==> src/rtl/abus_arbiter_lock.sv <==
// ABUS interconnect arbiter: locks the winning master onto its decoded slave until ack/abort.
// Optional transaction watchdog enabled by defining ABUS_ARB_TIMEOUT_EN.
module abus_arbiter_lock #(
    parameter int NB_MASTER  = 4,
    parameter int NB_SLAVE   = 2,
    parameter int ADDR_WIDTH = 16,
    parameter int DATA_WIDTH = 16,
    parameter int SCHEDULER  = 0,
    parameter logic [NB_SLAVE*ADDR_WIDTH-1:0] SLAVE_BASE = '0,
    parameter logic [NB_SLAVE*ADDR_WIDTH-1:0] SLAVE_MASK = '0,
    parameter int TIMEOUT    = 15
) (
    input  logic                           abus_clk,
    input  logic                           abus_rstb,
    input  logic [3*NB_MASTER-1:0]         abus_mid,
    input  logic [NB_MASTER-1:0]           abus_mreq,
    input  logic [NB_MASTER-1:0]           abus_mwrite,
    input  logic [NB_MASTER-1:0]           abus_mread,
    input  logic [NB_MASTER-1:0]           abus_mabort,
    input  logic [NB_MASTER*DATA_WIDTH-1:0] abus_mwdata,
    input  logic [NB_MASTER*ADDR_WIDTH-1:0] abus_maddress,
    output logic [NB_MASTER-1:0]           abus_mgrant,
    output logic [NB_MASTER-1:0]           abus_mack,
    output logic [NB_MASTER-1:0]           abus_merr,
    output logic [DATA_WIDTH-1:0]          abus_mrdata,
    input  logic [NB_SLAVE-1:0]            abus_sack,
    input  logic [NB_SLAVE*DATA_WIDTH-1:0] abus_srdata,
    output logic [NB_SLAVE-1:0]            abus_ssel,
    output logic [2:0]                     abus_smid,
    output logic                           abus_sreq,
    output logic                           abus_swrite,
    output logic                           abus_sread,
    output logic                           abus_sabort,
    output logic [ADDR_WIDTH-1:0]          abus_saddress,
    output logic [DATA_WIDTH-1:0]          abus_swdata
);

    localparam int MW = $clog2(NB_MASTER);
    localparam int unsigned NM = NB_MASTER;

    localparam logic [1:0] S_IDLE   = 2'd0;
    localparam logic [1:0] S_BUSY   = 2'd1;
    localparam logic [1:0] S_DECERR = 2'd2;

    logic [1:0]            state_q, state_d;
    logic [NB_MASTER-1:0]  grant_q, grant_d;
    logic [NB_SLAVE-1:0]   ssel_q, ssel_d;
    logic [MW-1:0]         ptr_q, ptr_d;

    logic [MW-1:0]         owner;
    logic [MW-1:0]         win;
    logic                  win_found;
    int unsigned           idx;
    logic [ADDR_WIDTH-1:0] win_addr;
    logic [NB_SLAVE-1:0]   dec;
    logic                  hit;
    logic                  busy;
    logic                  ack_hit;
    logic                  own_abort;
    logic                  end_txn;
    logic                  sreq_c, sabort_c;
    logic [NB_MASTER-1:0]  mack_c, merr_c;
    logic [DATA_WIDTH-1:0] rdata_sel;
    logic                  wd_expire;

`ifdef ABUS_ARB_TIMEOUT_EN
    localparam int WDW = $clog2(TIMEOUT + 1);
    logic [WDW-1:0] wd_q, wd_d;
    assign wd_expire = (wd_q == WDW'(TIMEOUT));
`else
    assign wd_expire = 1'b0;
`endif

    always_comb begin
        owner = '0;
        for (int unsigned i = 0; i < NM; i++) begin
            if (grant_q[i]) owner = MW'(i);
        end
    end

    // Round robin scans from the pointer upward; fixed priority scans from index 0.
    always_comb begin
        win       = '0;
        win_found = 1'b0;
        idx       = 0;
        for (int unsigned k = 0; k < NM; k++) begin
            idx = (SCHEDULER == 0) ? ((32'(ptr_q) + k) % NM) : k;
            if (!win_found && abus_mreq[idx]) begin
                win_found = 1'b1;
                win       = MW'(idx);
            end
        end
    end

    assign win_addr = abus_maddress[int'(win)*ADDR_WIDTH +: ADDR_WIDTH];

    // Overlapping windows resolve to the lowest slave index.
    always_comb begin
        dec = '0;
        hit = 1'b0;
        for (int unsigned i = 0; i < NB_SLAVE; i++) begin
            if (!hit && ((win_addr & SLAVE_MASK[i*ADDR_WIDTH +: ADDR_WIDTH]) ==
                         SLAVE_BASE[i*ADDR_WIDTH +: ADDR_WIDTH])) begin
                dec[i] = 1'b1;
                hit    = 1'b1;
            end
        end
    end

    assign busy      = (state_q == S_BUSY);
    assign ack_hit   = |(abus_sack & ssel_q);
    assign own_abort = abus_mabort[owner] | ~abus_mreq[owner];

    always_comb begin
        state_d  = state_q;
        grant_d  = grant_q;
        ssel_d   = ssel_q;
        ptr_d    = ptr_q;
`ifdef ABUS_ARB_TIMEOUT_EN
        wd_d     = wd_q;
`endif
        sreq_c   = 1'b0;
        sabort_c = 1'b0;
        mack_c   = '0;
        merr_c   = '0;
        end_txn  = 1'b0;
        case (state_q)
            S_IDLE: begin
                if (|abus_mreq) begin
                    grant_d = NB_MASTER'(1) << win;
                    ssel_d  = dec;
                    state_d = hit ? S_BUSY : S_DECERR;
`ifdef ABUS_ARB_TIMEOUT_EN
                    wd_d    = '0;
`endif
                end
            end
            S_BUSY: begin
                sreq_c = 1'b1;
                // Ack beats both abort and watchdog expiry in the same cycle.
                if (ack_hit) begin
                    mack_c  = grant_q;
                    end_txn = 1'b1;
                end else if (own_abort) begin
                    sabort_c = 1'b1;
                    end_txn  = 1'b1;
                end else if (wd_expire) begin
                    sabort_c = 1'b1;
                    mack_c   = grant_q;
                    merr_c   = grant_q;
                    end_txn  = 1'b1;
                end else begin
`ifdef ABUS_ARB_TIMEOUT_EN
                    wd_d = wd_q + 1'b1;
`endif
                end
            end
            S_DECERR: begin
                mack_c  = grant_q;
                merr_c  = grant_q;
                end_txn = 1'b1;
            end
            default: begin
                state_d = S_IDLE;
                grant_d = '0;
                ssel_d  = '0;
            end
        endcase
        if (end_txn) begin
            state_d = S_IDLE;
            grant_d = '0;
            ssel_d  = '0;
            if (SCHEDULER == 0) begin
                ptr_d = (int'(owner) == NB_MASTER - 1) ? '0 : owner + MW'(1);
            end
        end
    end

    always_ff @(posedge abus_clk) begin
        if (!abus_rstb) begin
            state_q <= S_IDLE;
            grant_q <= '0;
            ssel_q  <= '0;
            ptr_q   <= '0;
`ifdef ABUS_ARB_TIMEOUT_EN
            wd_q    <= '0;
`endif
        end else begin
            state_q <= state_d;
            grant_q <= grant_d;
            ssel_q  <= ssel_d;
            ptr_q   <= ptr_d;
`ifdef ABUS_ARB_TIMEOUT_EN
            wd_q    <= wd_d;
`endif
        end
    end

    always_comb begin
        rdata_sel = '0;
        for (int unsigned i = 0; i < NB_SLAVE; i++) begin
            if (ssel_q[i]) rdata_sel = rdata_sel | abus_srdata[i*DATA_WIDTH +: DATA_WIDTH];
        end
    end

    // Completion/abort strobes are suppressed while reset is asserted.
    assign abus_mack     = abus_rstb ? mack_c : '0;
    assign abus_merr     = abus_rstb ? merr_c : '0;
    assign abus_sabort   = abus_rstb & sabort_c;
    assign abus_sreq     = sreq_c;
    assign abus_mgrant   = grant_q;
    assign abus_ssel     = busy ? ssel_q : '0;
    assign abus_smid     = busy ? abus_mid[3*int'(owner) +: 3] : '0;
    assign abus_swrite   = busy & abus_mwrite[owner];
    assign abus_sread    = busy & abus_mread[owner];
    assign abus_saddress = busy ? abus_maddress[int'(owner)*ADDR_WIDTH +: ADDR_WIDTH] : '0;
    assign abus_swdata   = busy ? abus_mwdata[int'(owner)*DATA_WIDTH +: DATA_WIDTH] : '0;
    assign abus_mrdata   = (busy && ack_hit) ? rdata_sel : '0;

endmodule

==> config.mk <==
export PLATFORM = sky130hd
export DESIGN_NAME = abus_arbiter_lock
export DESIGN_NICKNAME = d
export VERILOG_FILES = /design/src/rtl/abus_arbiter_lock.sv
export SDC_FILE = /design/constraint.sdc
export NUM_CORES = 1
export LEC_CHECK = 0
export CAP_MARGIN = 20
export CORE_AREA = 4 4 98 100
export DETAILED_ROUTE_END_ITERATION = 6
export DIE_AREA = 0 0 102 104
export DONT_BUFFER_PORTS = 1
export HOLD_SLACK_MARGIN = 0.06
export PLACE_DENSITY_LB_ADDON = 0.05
export SLEW_MARGIN = 20
export SYNTH_ARGS = -nofsm -noshare
export SYNTH_HDL_FRONTEND = slang
export SYNTH_SLANG_ARGS = --single-unit
export TNS_END_PERCENT = 100
==> constraint.sdc <==
create_clock -name abus_clk -period 2.76 [get_ports abus_clk]
set_input_delay 0.552 -clock abus_clk [delete_from_list [all_inputs] [get_ports abus_clk]]
set_output_delay 0.552 -clock abus_clk [all_outputs]
set_load 0.02 [all_outputs]
# ---- Word-level counts from Yosys, hierarchy flattened
# Index checks and enable logic that the tools add are counted.
dict set report totals {
  latch_bits 0
  n_memories 0
  inputBits 192
  mem_bits_rw 0
  output_inout_bits 69
  romBits 0
  ff_bits 8
}
dict set report op_classes {
  n_reduce_logical 13
  bitwise_logic 9
  order_cmp 5
  shift 4
  div 0
  n_mux 49
  mul 1
  add_sub_neg 4
  n_eq_ne 4
}
# cell count
set ops {}
lappend ops {{$shiftx 64x7->16} 2}
lappend ops {{$mux 16} 5}
lappend ops {{$mux 4} 5}
lappend ops {{$mux 2} 9}
lappend ops {{$mux 1} 17}
lappend ops {{$bmux 1 s2} 8}
lappend ops {{$or 16x16->16} 1}
lappend ops {{$pmux 4 s2} 2}
lappend ops {{$lt 2x3->1 const B} 5}
lappend ops {{$shiftx 12x5->3} 1}
lappend ops {{$reduce_or 2->1} 3}
lappend ops {{$add 2x1->2 const B} 2}
lappend ops {{$add 2x2->2 const B} 2}
lappend ops {{$eq 2x1->1 const B} 2}
lappend ops {{$logic_and 1x1->1} 4}
lappend ops {{$mul 2x2->4 const A} 1}
lappend ops {{$pmux 2 s2} 1}
lappend ops {{$reduce_or 4->1} 1}
lappend ops {{$shl 1x2->4 const A} 1}
lappend ops {{$and 1x1->1} 3}
lappend ops {{$logic_not 1->1} 3}
lappend ops {{$mux 3} 1}
lappend ops {{$not 1->1} 3}
lappend ops {{$and 2x2->2} 1}
lappend ops {{6 further kinds} 6}

# ---- Longest topological paths before layout
dict set report depth {
  word_depth 15
  mapped_depth 7
  depth_no_buf 5
}

# ---- Worst setup path after synthesis
# No wires, ideal clock.
dict set report synth_timing {
  path_type {register -> output}
  startpoint {register grant_q[2] (netlist: abus_mgrant[2])}
  endpoint {output port abus_saddress[10]}
  arrival_ns 1.546
  slack_ns 0.662
  t_required_ns 2.208
  path_stages_with_launch 8
  cell_sequence {dfxtp_1 -> buf_6 -> buf_2 -> buf_1 -> nand2_1 -> o21ai_0 -> mux2i_1 -> nor2_1}
}
dict set report synth_between {
  elab_chain_len 4
}
# item line_no
set synth_rtl {}
lappend synth_rtl {{from (decl)} 46} ;# logic [NB_MASTER-1:0] grant_q, grant_d;
lappend synth_rtl {{from (signal assigned)} 190} ;# grant_q <= grant_d;
lappend synth_rtl {{$mux 2 (2 in a row)} 77} ;# if (grant_q[i]) owner = MW'(i);
lappend synth_rtl {{$shiftx 64x7->16} 216} ;# assign abus_saddress = busy ? abus_maddress[int'(owner)*ADDR_WIDTH +: ADDR_WIDTH] : '0;
lappend synth_rtl {{$mux 16} 216}
lappend synth_rtl {{to (decl)} 34} ;# output logic [ADDR_WIDTH-1:0] abus_saddress,
# Every way passes these cells.

# ---- Worst setup path after layout
dict set report layout_timing {
  startpoint {register grant_q[1] (netlist: abus_mgrant[1])}
  endpoint {output port abus_saddress[2]}
}
dict set report layout_between {
  elab_chain_len 5
}
# item line_no
set layout_rtl {}
lappend layout_rtl {{$mux 1} 77}
lappend layout_rtl {{$mux 2 (2 in a row)} 77}
lappend layout_rtl {{$shiftx 64x7->16} 216}
lappend layout_rtl {{$mux 16} 216}
# Every way passes these cells.

==> reports/results.txt <==
CP max stage delay: 0.46 ns
sequential-to-total area share from yosys stat: 7.129%
worst-path cell chain: buf_4, mux2i_1, o21ai_0, mux2i_1, nor2_1, buf_4
Psw: 0.3108 mW
Max Clock Skew: 0.0002114 ns
share of cells above drive strength 1: 18.44%
Netlist Area Pre-Place: 0.001966 mm^2
Slew Limit Headroom: 61.35%
Final min period: 2.311 ns
Iteration-0 DRC Markers: 81
Final nets: 513
fmax: 432.7 MHz
EDFF count, synth: 0
first-pass GRT wire length: 10920 um
commonest non-fill, non-tap cell in the layout: mux2i_1
post-cts sizing count: 0
1st-pass router iterations: 4
core box area: 0.008678 mm^2
HP Class: input pin to flop
clock root buffer: clkbuf_8
Post-Route Setup TNS: 0 ns
CTS Hold Bufs: 0
P_int: 0.3891 mW
pwr/cell area: 294.0 mW/mm^2
Logic pwr share: 61.5%
commonest non-fill, non-tap cells in the layout: mux2i_1 (75), nand2_1 (45), nor2_1 (43)
clock sinks: 7
Sw Share: 44.41%
pin count of the biggest net entering global routing: 77
DRT antenna net count: 0
Final Cycle Share: 83.73%
Mapped Avg Cell Area: 6.530 um^2
die area: 0.01061 mm^2
Critical Path Fanout Max: 19
Synth warnings: 0
ant diodes: 0
initial antenna violation count: 0
Crit. End Element: primary output
Inst Count DP: 424
max cap viols: 0
clock group share of total power: 21.0%
gpl congestion: 0.7378
Critical Path Source Type: flop
Post-CTS Setup Repair Bufs: 0
Slew @ Worst Pin: 0.5745 ns
Synth Flop Type: dfxtp_1
vias per cell: 4.984
WP data required: 2.21 ns
CTS Buf Count: 3
Non-Filler Instances: 428
Final Slew Violations: 0
Synth Register Bits: 7
GRT Overall Usage: 12.59%
Post-Synthesis Cells: 301
sequential power share: 17.5%
I/O pins: 261
number of global-route vias before repair: 2161
setup violators final: 0
# H-tree levels: 1
Via Count: 2133
GRT overflow: 0
Peak VDD IR: 112.2 uV
post-detail-place hpwl: 6019 um
leakage: 0.8501 nW
Synth cell types: 32
# rows: 34
FFs w/ async S/R, synth: 0%
Final Hold Viols: 0
outcome: complete, no violations
IO buf count: 0
post-route DRC violation count: 0
CTS tree: done
clk buf depth: 2
average wire per standard cell: 17.16 um
RSZ-0062 raised after global routing: false
Die Ht: 104 um
Clock Latency Late Sink: 0.23 ns
final wirelength: 7344 um
initial core utilization: 22.65%
CP max stage cell: dfxtp_2
die width: 102 um
CP Class: flop to primary output
CP Data Arrival Time: 1.76 ns
Worst-path clk slew: 0.04 ns
Layout area overhead: 21.13%
## power by group through the flow
stage | registers, mW | logic (mW) | clock network (mW)
CTS | 0.123 | 0.438 | 0.151
detailed placement | 0.125 | 0.437 | 0
finish | 0.122 | 0.430 | 0.147
global route | 0.124 | 0.476 | 0.158
global placement | 0.125 | 0.438 | 0
floorplan | 0.121 | 0.320 | 0
## Yosys cell counts, types with 2 or more instances
| library cell | count | area (um^2) |
|---|---|---|
| clkbuf_1 | 16 | 60.06 |
| inv_1 | 3 | 11.26 |
| mux2i_1 | 75 | 750.7 |
| a21oi_1 | 4 | 20.02 |
| nand2_1 | 45 | 168.9 |
| o21ai_0 | 38 | 190.2 |
| nand3_1 | 6 | 30.03 |
| buf_2 | 8 | 40.04 |
| dfxtp_1 | 7 | 140.1 |
| a21oi_2 | 5 | 43.79 |
| and3_1 | 20 | 125.1 |
| buf_4 | 7 | 52.55 |
| nand2b_1 | 3 | 18.77 |
| nor2_1 | 43 | 161.4 |
| nor4_1 | 2 | 12.51 |
| buf_1 | 2 | 7.510 |
| nor3_1 | 2 | 10.01 |
## worst max-delay path, delay by kind of cell (launching register included)
kind | cells | cell delay (ns)
buffers and inverters | 2 | 0.51
DFF | 1 | 0.46
AOI/OAI and AO/OA | 1 | 0.10
and+or+nand+nor | 1 | 0.05
muxes | 2 | 0.40
## sequential cells by signal, summed over array words and instances (netlist names)
name	cells
ptr_q	2
abus_mgrant	4
ssel_q	1
## cells by family after synthesis
group           Yosys count  share of synthesized area [%]
simple gates            128                          29.98
mux                      75                          38.19
compound gates           53                          15.21
buf+inv                  37                          9.294
flops                     7                          7.129
other cells               1                         0.1908
## final cells by class
cell class                      instances  area [um^2]
Multi-Input combinational cell        261         1658
Tap cell                              108        135.1
Fill cell                             980         6297
Clock buffer                            4        45.04
Sequential cell                         7        143.9
Timing Repair Buffer                   45        387.9
Inverter                                3        11.26
## per-layer routing
metal | up-vias | global-route usage (%) | wire length [um]
met3 | 3 | 1.811 | 514
met4 | 0 | 1.125 | 26
met2 | 112 | 26.04 | 4189
met1 | 949 | 13.31 | 2613
met5 | - | 0 | 0
li1 | 1069 | - | -
## metrics by stage
stage / instance area [um^2] / power [mW] / util, % / setup WS (ns) / hold slack, ns
final: 2381 / 0.7000 / 27.44 / 0.4490 / 0.4578
after global routing: 2381 / 0.7574 / 27.44 / 0.3043 / 0.4676
after CTS: 2381 / 0.7117 / 27.44 / 0.4378 / 0.4600
after floorplan: 1981 / 0.4405 / - / 0.6616 / 0.4495
after detailed placement: 2336 / 0.5618 / 26.92 / 0.6848 / 0.4860
after global placement: 2336 / 0.5623 / 26.92 / 0.6817 / 0.4852
## path summary, 6_finish.rpt
check	slack (ns)	endpoint	from	cells after the start
max	0.45	abus_saddress[2]	abus_mgrant[1]$_SDFFE_PP0P_	6
min	0.46	ptr_q[0]$_SDFFE_PN0P_	abus_rstb	2
max reg2reg	1.21	ssel_q[0]$_SDFFE_PP0P_	abus_mgrant[1]$_SDFFE_PP0P_	5
min reg2reg	0.48	ptr_q[0]$_SDFFE_PN0P_	ptr_q[0]$_SDFFE_PN0P_	2
Note: power is estimated with default switching activity, not from simulation.
